--- config.mk ---
export PLATFORM = sky130hd
export DESIGN_NAME = cmd_scheduler
export DESIGN_NICKNAME = d
export VERILOG_FILES = /design/src/rtl/cmd_scheduler.sv
export SDC_FILE = /design/constraint.sdc
export NUM_CORES = 1
export LEC_CHECK = 0
export ABC_AREA = 0
export BUFFER_PORTS_ARGS = -buffer_cell sky130_fd_sc_hd__buf_4
export CORE_MARGIN = 3
export CORE_UTILIZATION = 30
export DETAILED_ROUTE_END_ITERATION = 7
export SYNTH_ARGS = -nofsm -noshare
export SYNTH_HDL_FRONTEND = slang
export SYNTH_SLANG_ARGS = --single-unit
--- constraint.sdc ---
create_clock -name clk -period 16.26 [get_ports clk]
set_input_delay 1.626 -clock clk [delete_from_list [all_inputs] [get_ports clk]]
set_output_delay 1.626 -clock clk [all_outputs]
set_load 0.01 [all_outputs]
--- src/rtl/cmd_scheduler.sv ---
`timescale 1ns/1ps
`default_nettype none
// ============================================================================
// Module   : cmd_scheduler
// Brief    : Replays host-preloaded, timestamped register writes on an
//            internal command bus when a free-running timebase reaches them.
// Revision : 1.0
// ============================================================================
module cmd_scheduler #(
    parameter int POSITION = 300,
    parameter int DEPTH    = 16
) (
    input  logic        clk,
    input  logic        reset,
    input  logic        enable,
    input  logic [18:0] addr,
    input  logic        data_wr,
    input  logic [15:0] data_in,
    input  logic        data_rd,
    output logic [15:0] data_out,
    output logic [18:0] cmd_addr,
    output logic [15:0] cmd_data,
    output logic        cmd_wr,
    output logic        busy
);
    localparam int          PW     = $clog2(DEPTH);
    localparam logic [18:0] C_BASE = 19'(POSITION);
    localparam logic [18:0] C_END  = 19'(POSITION + 8);

    typedef enum logic [1:0] {
        S_IDLE  = 2'd0,
        S_ISSUE = 2'd1,
        S_GAP   = 2'd2
    } state_t;

    state_t      r_state, w_state_nxt;
    logic        r_wr_hit_d, r_rd_hit_d;
    logic        w_in_win, w_wr_hit, w_rd_hit, w_wr_stb, w_rd_stb;
    logic [2:0]  w_off;
    logic        w_push, w_push_ok, w_pop, w_ctrl_wr, w_flush, w_clr, w_due, w_late_evt;
    logic        r_run, r_ovf, r_late, r_busy;
    logic [15:0] r_stg_addr, r_stg_data, r_stg_tlo, r_time_hi;
    logic [31:0] r_tb;
    logic [66:0] r_mem [DEPTH];
    logic [PW:0] r_wptr, r_rptr, w_count;
    logic        w_empty, w_full;
    logic [7:0]  w_count8;
    logic [66:0] w_head;
    logic [18:0] w_head_addr, r_last_addr;
    logic [15:0] w_head_data, r_last_data;
    logic [31:0] w_head_time;

    // Bus decode: one register access per rising edge of the qualified strobe
    assign w_in_win  = (addr >= C_BASE) && (addr < C_END);
    assign w_off     = 3'(addr - C_BASE);
    assign w_wr_hit  = enable & data_wr & w_in_win;
    assign w_rd_hit  = enable & data_rd & w_in_win;
    assign w_wr_stb  = w_wr_hit & ~r_wr_hit_d;
    assign w_rd_stb  = w_rd_hit & ~r_rd_hit_d;
    assign w_push    = w_wr_stb && (w_off == 3'd3);
    assign w_ctrl_wr = w_wr_stb && (w_off == 3'd4);
    assign w_flush   = w_ctrl_wr & data_in[1];
    assign w_clr     = w_ctrl_wr & data_in[2];

    assign w_count  = r_wptr - r_rptr;
    assign w_count8 = 8'(w_count);
    assign w_empty  = (r_wptr == r_rptr);
    assign w_full   = (r_wptr[PW] != r_rptr[PW]) && (r_wptr[PW-1:0] == r_rptr[PW-1:0]);

    assign w_head      = r_mem[r_rptr[PW-1:0]];
    assign w_head_addr = w_head[66:48];
    assign w_head_data = w_head[47:32];
    assign w_head_time = w_head[31:0];

    assign w_pop      = (r_state == S_ISSUE) & ~w_flush;
    assign w_push_ok  = w_push & (~w_full | w_pop);
    assign w_late_evt = w_pop && (r_tb > w_head_time);
    // Look one tick ahead so the strobe lands on the cycle the timebase equals the stamp
    assign w_due      = r_run & ~w_empty & ((r_tb + 32'd1) >= w_head_time);

    assign cmd_wr   = w_pop;
    assign cmd_addr = w_pop ? w_head_addr : r_last_addr;
    assign cmd_data = w_pop ? w_head_data : r_last_data;
    assign busy     = r_busy;

    always_ff @(posedge clk) begin
        if (w_push_ok) begin
            r_mem[r_wptr[PW-1:0]] <= {3'b000, r_stg_addr, r_stg_data, data_in, r_stg_tlo};
        end
    end

    always_ff @(posedge clk) begin
        if (reset) begin
            r_wr_hit_d  <= 1'b0;
            r_rd_hit_d  <= 1'b0;
            r_stg_addr  <= '0;
            r_stg_data  <= '0;
            r_stg_tlo   <= '0;
            r_run       <= 1'b0;
            r_time_hi   <= '0;
            r_busy      <= 1'b0;
            r_last_addr <= '0;
            r_last_data <= '0;
        end else begin
            r_wr_hit_d <= w_wr_hit;
            r_rd_hit_d <= w_rd_hit;
            r_busy     <= r_run & ~w_empty;
            if (w_wr_stb && (w_off == 3'd0)) r_stg_addr <= data_in;
            if (w_wr_stb && (w_off == 3'd1)) r_stg_data <= data_in;
            if (w_wr_stb && (w_off == 3'd2)) r_stg_tlo  <= data_in;
            if (w_ctrl_wr)                   r_run      <= data_in[0];
            if (w_rd_stb && (w_off == 3'd6)) r_time_hi  <= r_tb[31:16];
            if (w_pop) begin
                r_last_addr <= w_head_addr;
                r_last_data <= w_head_data;
            end
        end
    end

    always_ff @(posedge clk) begin
        if (reset || w_flush) begin
            r_wptr <= '0;
            r_rptr <= '0;
            r_tb   <= '0;
            r_ovf  <= 1'b0;
            r_late <= 1'b0;
        end else begin
            if (w_push_ok) r_wptr <= r_wptr + 1'b1;
            if (w_pop)     r_rptr <= r_rptr + 1'b1;
            if (r_run)     r_tb   <= r_tb + 32'd1;
            if (w_clr) begin
                r_ovf  <= 1'b0;
                r_late <= 1'b0;
            end else begin
                if (w_push & ~w_push_ok) r_ovf  <= 1'b1;
                if (w_late_evt)          r_late <= 1'b1;
            end
        end
    end

    always_ff @(posedge clk) begin
        if (reset) r_state <= S_IDLE;
        else       r_state <= w_state_nxt;
    end

    // GAP re-evaluates the next head so back-to-back due commands stay 2 cycles apart
    always_comb begin
        w_state_nxt = r_state;
        case (r_state)
            S_IDLE:  if (w_due) w_state_nxt = S_ISSUE;
            S_ISSUE: w_state_nxt = S_GAP;
            S_GAP:   w_state_nxt = w_due ? S_ISSUE : S_IDLE;
            default: w_state_nxt = S_IDLE;
        endcase
        if (w_flush) w_state_nxt = S_IDLE;
    end

    always_comb begin
        data_out = 16'h0000;
        if (w_rd_hit) begin
            case (w_off)
                3'd4:    data_out = {15'b0, r_run};
                3'd5:    data_out = {4'b0, r_late, r_ovf, w_empty, w_full, w_count8};
                3'd6:    data_out = r_tb[15:0];
                3'd7:    data_out = r_time_hi;
                default: data_out = 16'h0000;
            endcase
        end
    end

endmodule
`default_nettype wire
==> results of run 1 <==
## state kept, by name, summed over array words and instances, names as in the netlist, 2 cells and up, named ones only
| register | count |
|---|---|
| r_stg_data | 16 |
| r_state | 2 |
| r_tb | 32 |
| r_wptr | 5 |
| r_last_addr | 19 |
| r_stg_addr | 16 |
| r_rptr | 5 |
| r_stg_tlo | 16 |
| r_mem | 1024 |
| r_time_hi | 16 |
| r_last_data | 16 |
## cells in the mapped netlist, drive strengths merged (2+ instances only)
cell / n / area (um^2)
nor3: 19 / 121
clkbuf: 61 / 229
o21ai: 15 / 75.1
or3: 6 / 37.5
and2: 2 / 12.5
nand3b: 3 / 22.5
or2: 2 / 12.5
o211ai: 2 / 15.0
inv: 48 / 180
nand4: 29 / 181
a21oi: 63 / 315
nor3b: 4 / 30.0
nand3: 30 / 150
nor2: 122 / 458
a22oi: 7 / 52.6
dfxtp: 153 / 3060
nand2: 119 / 447
a21o: 2 / 15.0
nor4b: 6 / 52.6
a31oi: 2 / 12.5
ha: 74 / 926
a2111oi: 2 / 17.5
and4: 8 / 70.1
a21boi: 2 / 15.0
edfxtp: 1024 / 30700
nor2b: 44 / 275
nand2b: 3 / 18.8
xor2: 33 / 289
or4: 3 / 22.5
xnor2: 40 / 350
mux4: 321 / 7230
mux2: 35 / 394
and3: 15 / 93.8
mux2i: 42 / 420
nor4: 7 / 71.3
buf: 67 / 380
a211oi: 6 / 45.0
## through the flow
step           total power [mW]  cells
2_1_floorplan              3.32   2433
3_3_place_gp               3.35   4481
3_5_place_dp               3.35   4481
4_1_cts                    5.97   4693
5_1_grt                    6.09   4695
6_report                   5.92   4698
## how the worst max path moves through the flow
| stage | slack, ns | start | endpoint | depth (start not counted) |
|---|---|---|---|---|
| global placement | 10.24 | flop | cmd_data[5] | 7 |
| CTS | 9.38 | flop | cmd_data[3] | 7 |
| floorplan | 8.38 | addr[2] | r_mem[0][0] | 8 |
| detailed placement | 10.19 | flop | cmd_data[3] | 7 |
| global route | 9.21 | flop | cmd_data[1] | 7 |
| finish | 9.66 | flop | cmd_data[3] | 7 |
## final cells by class
class / instances / area, um^2
clock buffer: 147 / 3090
sequential: 1177 / 33800
fill: 14291 / 101000
tap: 2044 / 2560
multi-input combinational: 1080 / 12500
timing repair buffer: 132 / 1000
inverter: 48 / 180
antenna: 5 / 12.5
clock inverter: 65 / 656
## report_power, final
part | switching [mW] | internal, mW | leakage [nW]
clock | 1.14 | 1.49 | 1.83
combinational | 0.0307 | 0.00909 | 4.26
sequential | 0.00000126 | 3.24 | 9.05
total | 1.18 | 4.74 | 15.1
## cell usage in the layout, fill, tap and decap left out, types with 13 or more instances in the layout
cell type / n
a21oi_1: 63
mux2_2: 35
clkbuf_16: 113
clkinv_1: 14
nor2_1: 121
xor2_1: 33
nand4_1: 29
o21ai_0: 15
clkbuf_8: 13
clkinv_2: 24
mux4_2: 321
nand3_1: 30
nand2_1: 119
xnor2_1: 40
dfxtp_1: 149
ha_1: 74
inv_1: 48
mux2i_1: 42
buf_4: 131
edfxtp_1: 1024
nor2b_1: 43
clkbuf_1: 20
## critical path, cell delays in order (launching register included)
cell	delay (ns)
dfxtp_4	0.65
buf_4	0.63
buf_12	0.61
buf_4	0.70
mux4_2	0.61
mux4_2	0.50
mux2_2	0.29
buf_4	0.14
## cells by family after synthesis
logic type	share of synthesized area, %
adder cells (fa/ha/maj)	2.01
AND/OR/NAND/NOR	4.46
flip-flops	72.0
XOR/XNOR	1.36
buffers and inverters	1.68
multiplexers	17.1
AO/OA/AOI/OAI	1.36
## routing by layer
| metal | wire, um | track usage, % | up-vias |
|---|---|---|---|
| met1 | 51400 | 20.3 | 12332 |
| met5 | 47 | 0 | - |
| li1 | - | - | 10007 |
| met3 | 7510 | 2.40 | 143 |
| met2 | 51400 | 21.3 | 741 |
| met4 | 2060 | 3.49 | 6 |
==> impl_metrics.json, run 1 <==
{
  "status": "finished clean",
  "max_cap_violations": 0,
  "reg2reg_slack_ns": 10.80,
  "first_pass_iters": 5,
  "grt.total_usage_pct": 13.8,
  "clock_latency_ns": 0.73,
  "final_util_pct": 34.7,
  "yosysSeqAreaShare_pct": 72.0,
  "holdCritStartpoint": "r_last_addr[17]",
  "pre_cts_ws_ns": 10.19,
  "async_flop_share_pct": 0,
  "fmax_mhz": 152,
  "synth-main-ff-cell": "edfxtp_1",
  "ctsHoldBuffers": 0,
  "antenna_left": 0,
  "drive_gt1_share_pct": 26.3,
  "worst_pin_slew_ns": 1.04,
  "cts_tree": "yes",
  "drc": 0,
  "synth_cell_type_count": 56,
  "dr.first_iter.drc_count": 2311,
  "setup_viol": 0,
  "coreArea_mm2": 0.155,
  "whs_path_depth": 1,
  "hp-class": "reg -> reg",
  "timing.setup.tns_ns": 0,
  "cts-root-buf": "clkbuf_16",
  "min_period_ns": 6.60,
  "wl_per_cell_um": 23.9,
  "syn2layout_area_growth_pct": 14.5,
  "dieArea_mm2": 0.161,
  "routed-via-count": 23229,
  "rsz0062_at_grt": "false",
  "die_width_um": 402,
  "rows": 144,
  "gp_congestion": 0.799,
  "finalHoldWorstSlack_ns": 0.469,
  "post-cts-setup-buffer-count": 0,
  "io_pins": 93,
  "setup_ws_ns": 9.66,
  "endpoint_kind": "output pin",
  "timing_hold_violations_final": 0,
  "required_ns": 14.63,
  "start_util_pct": 30.3,
  "finalMaxSlewViolations": 0,
  "synth-seq-cells": 1177,
  "period_share_pct": 40.6,
  "portBuffers": 92,
  "grt_pass1_wl_um": 166000,
  "cts_sinks": 1177,
  "grt_max_degree": 88,
  "power.leakage_nw": 15.1,
  "syn_inst": 2433,
  "syn_area_mm2": 0.0470,
  "relSlewSlack_pct": 30.5,
  "r2r_end": "r_state[0]",
  "peakVddDrop_mv": 0.0833,
  "cts_made_buffers": 111,
  "reg2reg_depth": 11,
  "clk_path_buf_depth": 3,
  "routed_wirelength_um": 112000,
  "yosys_warnings": 0,
  "worstSetupPathType": "reg -> out",
  "grt_pass1_vias": 23765,
  "dpl-instance-area_mm2": 0.0500,
  "clkTransAtPathRegs_ns": 0.06,
  "htreeDepth": 3,
  "worstPathMaxFanout": 87,
  "hold_end": "r_last_addr[17]",
  "grt_overflow": 0,
  "die_y_um": 402,
  "final_area_mm2": 0.0538,
  "cp-start-kind": "flop",
  "avgViaCountPerCell": 4.94,
  "syn-num-nets": 2548,
  "nets": 2665,
  "fin_skew_ns": 0.0435,
  "cellPowerDensity_mw_per_mm2": 110,
  "antenna_found_initial": 10,
  "place_hpwl_um": 61000,
  "ctsResizeCount": 0,
  "arrival_ns": 4.97,
  "avgSynthCellArea_um2": 19.3,
  "synth_edf_count": 1024
}
No activity file was read; power rests on OpenSTA's default activity.
==> run 2: changes to the inputs <==
ABC_AREA = 1   (was 0)
clock period = 6.77 ns   (was 16.26 ns; I/O delays follow)
==> run 2 against run 1 <==
Sequential power grew 140%. Final area grew 2.0%. Via count grew 38%. Flip-flop and latch count is the same. Setup slack lost 7.7 ns. Clock-buffer cell count grew 2. Global-route usage grew 2.0 points. Register-to-register slack lost 8.1 ns. Wire length grew 18%. First-iteration DRC count grew 48%. Area after synthesis grew 2.1%. Clock power grew to 2.5 times the previous value. Critical path type unchanged. Largest power group unchanged.
==> impl_metrics.json, run 2 <==
{
  "largest_register_ffs": 1024,
  "start_util_pct": 30.2,
  "synth-main-ff-cell": "edfxtp_1",
  "met1_usage_pct": 22.1,
  "status": "finished clean",
  "antenna_found_initial": 1,
  "avgSynthCellArea_um2": 12.1,
  "pre_cts_ws_ns": 2.50,
  "timing.setup.tns_ns": 0,
  "syn_inst": 3963,
  "synth_edf_count": 1024,
  "setup_viol": 0,
  "dpl-instance-area_mm2": 0.0509,
  "diodes": 0,
  "setup_ws_ns": 1.99,
  "grt_overflow": 0,
  "dieArea_mm2": 0.165,
  "hp-class": "in -> reg",
  "yosys_warnings": 0,
  "grt.busiest_layer": "met2",
  "syn-num-nets": 4078,
  "syn2layout_area_growth_pct": 14.5,
  "yosysSeqAreaShare_pct": 70.5,
  "syn_area_mm2": 0.0479,
  "fin_skew_ns": 0.0610,
  "gr-usage-met2_pct": 25.3,
  "grt_pass1_vias": 30829,
  "seqPwrFrac_pct": 53.6,
  "nets": 4091,
  "htreeDepth": 3,
  "portBuffers": 92,
  "grt_max_degree": 175,
  "synth-seq-cells": 1177,
  "drive_gt1_share_pct": 9.22,
  "clkTransAtPathRegs_ns": 0.06,
  "peakVddDrop_mv": 0.226,
  "wl_per_cell_um": 21.6,
  "drc": 0,
  "relSlewSlack_pct": 12.8,
  "rows": 146,
  "die_width_um": 406,
  "antenna_left": 0,
  "first_pass_iters": 5,
  "finalMaxSlewViolations": 0,
  "ctsResizeCount": 0,
  "post-cts-setup-buffer-count": 0,
  "cts-root-buf": "clkbuf_16",
  "power.total_mw": 14.5,
  "power.leakage_nw": 18.4,
  "final.fill_count": 15355,
  "routed_wirelength_um": 133000,
  "cts_tree": "yes",
  "pwr-share-comb_pct": 0.7,
  "grt_pass1_wl_um": 200000,
  "p_clk_share_pct": 45.7,
  "clock_latency_ns": 0.74,
  "fmax_mhz": 209,
  "gp_congestion": 0.836,
  "clk_path_buf_depth": 3,
  "synthTopCellsByArea": "edfxtp_1 (64%), dfxtp_1 (6.4%), o21ai_0 (6.1%)",
  "worst_pin_slew_ns": 1.31,
  "yosys.area.top_type": "edfxtp_1",
  "finalHoldWorstSlack_ns": 0.262,
  "power.internal_mw": 11.6,
  "final_cell_mix": "edfxtp_1 (1024), nor2_1 (660), o21ai_0 (580), nand2_1 (314), o221ai_1 (192)",
  "synth_top_area_share_pct": 64.2,
  "cts_made_buffers": 117,
  "coreArea_mm2": 0.159,
  "async_flop_share_pct": 0,
  "synth_cell_type_count": 45,
  "required_ns": 6.09,
  "ctsHoldBuffers": 0,
  "endpoint_kind": "output pin",
  "dr.first_iter.drc_count": 3428,
  "synth_common_cells": "edfxtp_1 (1024), nor2_1 (676), o21ai_0 (580)",
  "max_cap_violations": 0,
  "final_area_mm2": 0.0549,
  "power.switching_mw": 2.90,
  "place_hpwl_um": 74700,
  "io_pins": 93,
  "min_period_ns": 4.78,
  "die_y_um": 406,
  "cp-start-kind": "flop",
  "routed-via-count": 31940,
  "grt.total_usage_pct": 15.8,
  "timing_hold_violations_final": 0,
  "swShare_pct": 20.0,
  "avgViaCountPerCell": 5.19,
  "worstPathMaxFanout": 151,
  "arrival_ns": 4.10,
  "synth_most_common_cell": "edfxtp_1",
  "rsz0062_at_grt": "false",
  "period_share_pct": 70.6,
  "cts_sinks": 1177,
  "grt_use_met3_pct": 2.44,
  "worstSetupPathType": "reg -> out",
  "layout_commonest_cell": "edfxtp_1",
  "cellPowerDensity_mw_per_mm2": 265
}
[run 2: final timing paths]
| kind | startpoint | endpoint | slack [ns] | cells past startpoint |
|---|---|---|---|---|
| setup reg to reg | flop | r_late | 2.67 | 16 |
| hold / removal | data_wr | r_wr_hit_d | 0.26 | 3 |
| setup / recovery | flop | cmd_addr[10] | 1.99 | 10 |
| hold reg to reg | r_last_addr[18] | r_last_addr[18] | 0.44 | 2 |
[run 2: stage by stage]
stage | util, % | std cells
floorplan | - | 3963
global placement | 32.1 | 5929
detailed placement | 32.1 | 5929
CTS | 34.6 | 6150
global route | 34.6 | 6150
finish | 34.6 | 6150
[run 2: power groups by stage]
stage	registers [mW]	clock network (mW)	logic, mW
detailed placement	7.95	0	0.103
global placement	7.94	0	0.102
global route	7.78	7.04	0.108
CTS	7.79	6.76	0.103
finish	7.79	6.64	0.102
floorplan	7.95	0	0.0248
[run 2: kinds of logic (layout without fill, tap and decap cells)]
logic type                 count (synthesis)  after routing  synth area share, %
adders and majority gates                 75             75                 1.97
xor gates and xnor gates                  34             34                0.621
AOI/OAI and AO/OA                       1080           1080                 13.6
DFF                                     1177           1177                 70.5
and+or+nand+nor                         1158           1158                 9.68
buffers and inverters                    439            554                 3.60
[run 2: area by class of cell]
| cell class | instances | area (um^2) | area share, % |
|---|---|---|---|
| inverters | 181 | 697 | 1.27 |
| well taps | 2072 | 2590 | 4.72 |
| flip-flops and latches | 1177 | 33800 | 61.6 |
| multi-input cells | 2347 | 12500 | 22.8 |
| repair buffers | 152 | 1270 | 2.31 |
| clock inverters | 72 | 767 | 1.40 |
| clock buffers | 149 | 3210 | 5.85 |
[run 2: per-layer routing]
layer	part of all wire, %	wire, um	vias up
met4	2.5	3270	0
met2	46	61400	1228
met1	44	58200	15908
li1	-	-	14612
met5	0	0	-
met3	7.5	9930	192
[run 2: worst max-delay path, stage by stage, from the launching register on]
cell,delay [ns]
dfxtp_4,0.49
inv_8,0.67
buf_4,0.54
buf_4,0.41
o21ai_0,0.12
o221ai_1,0.21
nand3_1,0.15
nand2_1,0.32
nand2_1,0.13
nand2_1,0.13
buf_4,0.12
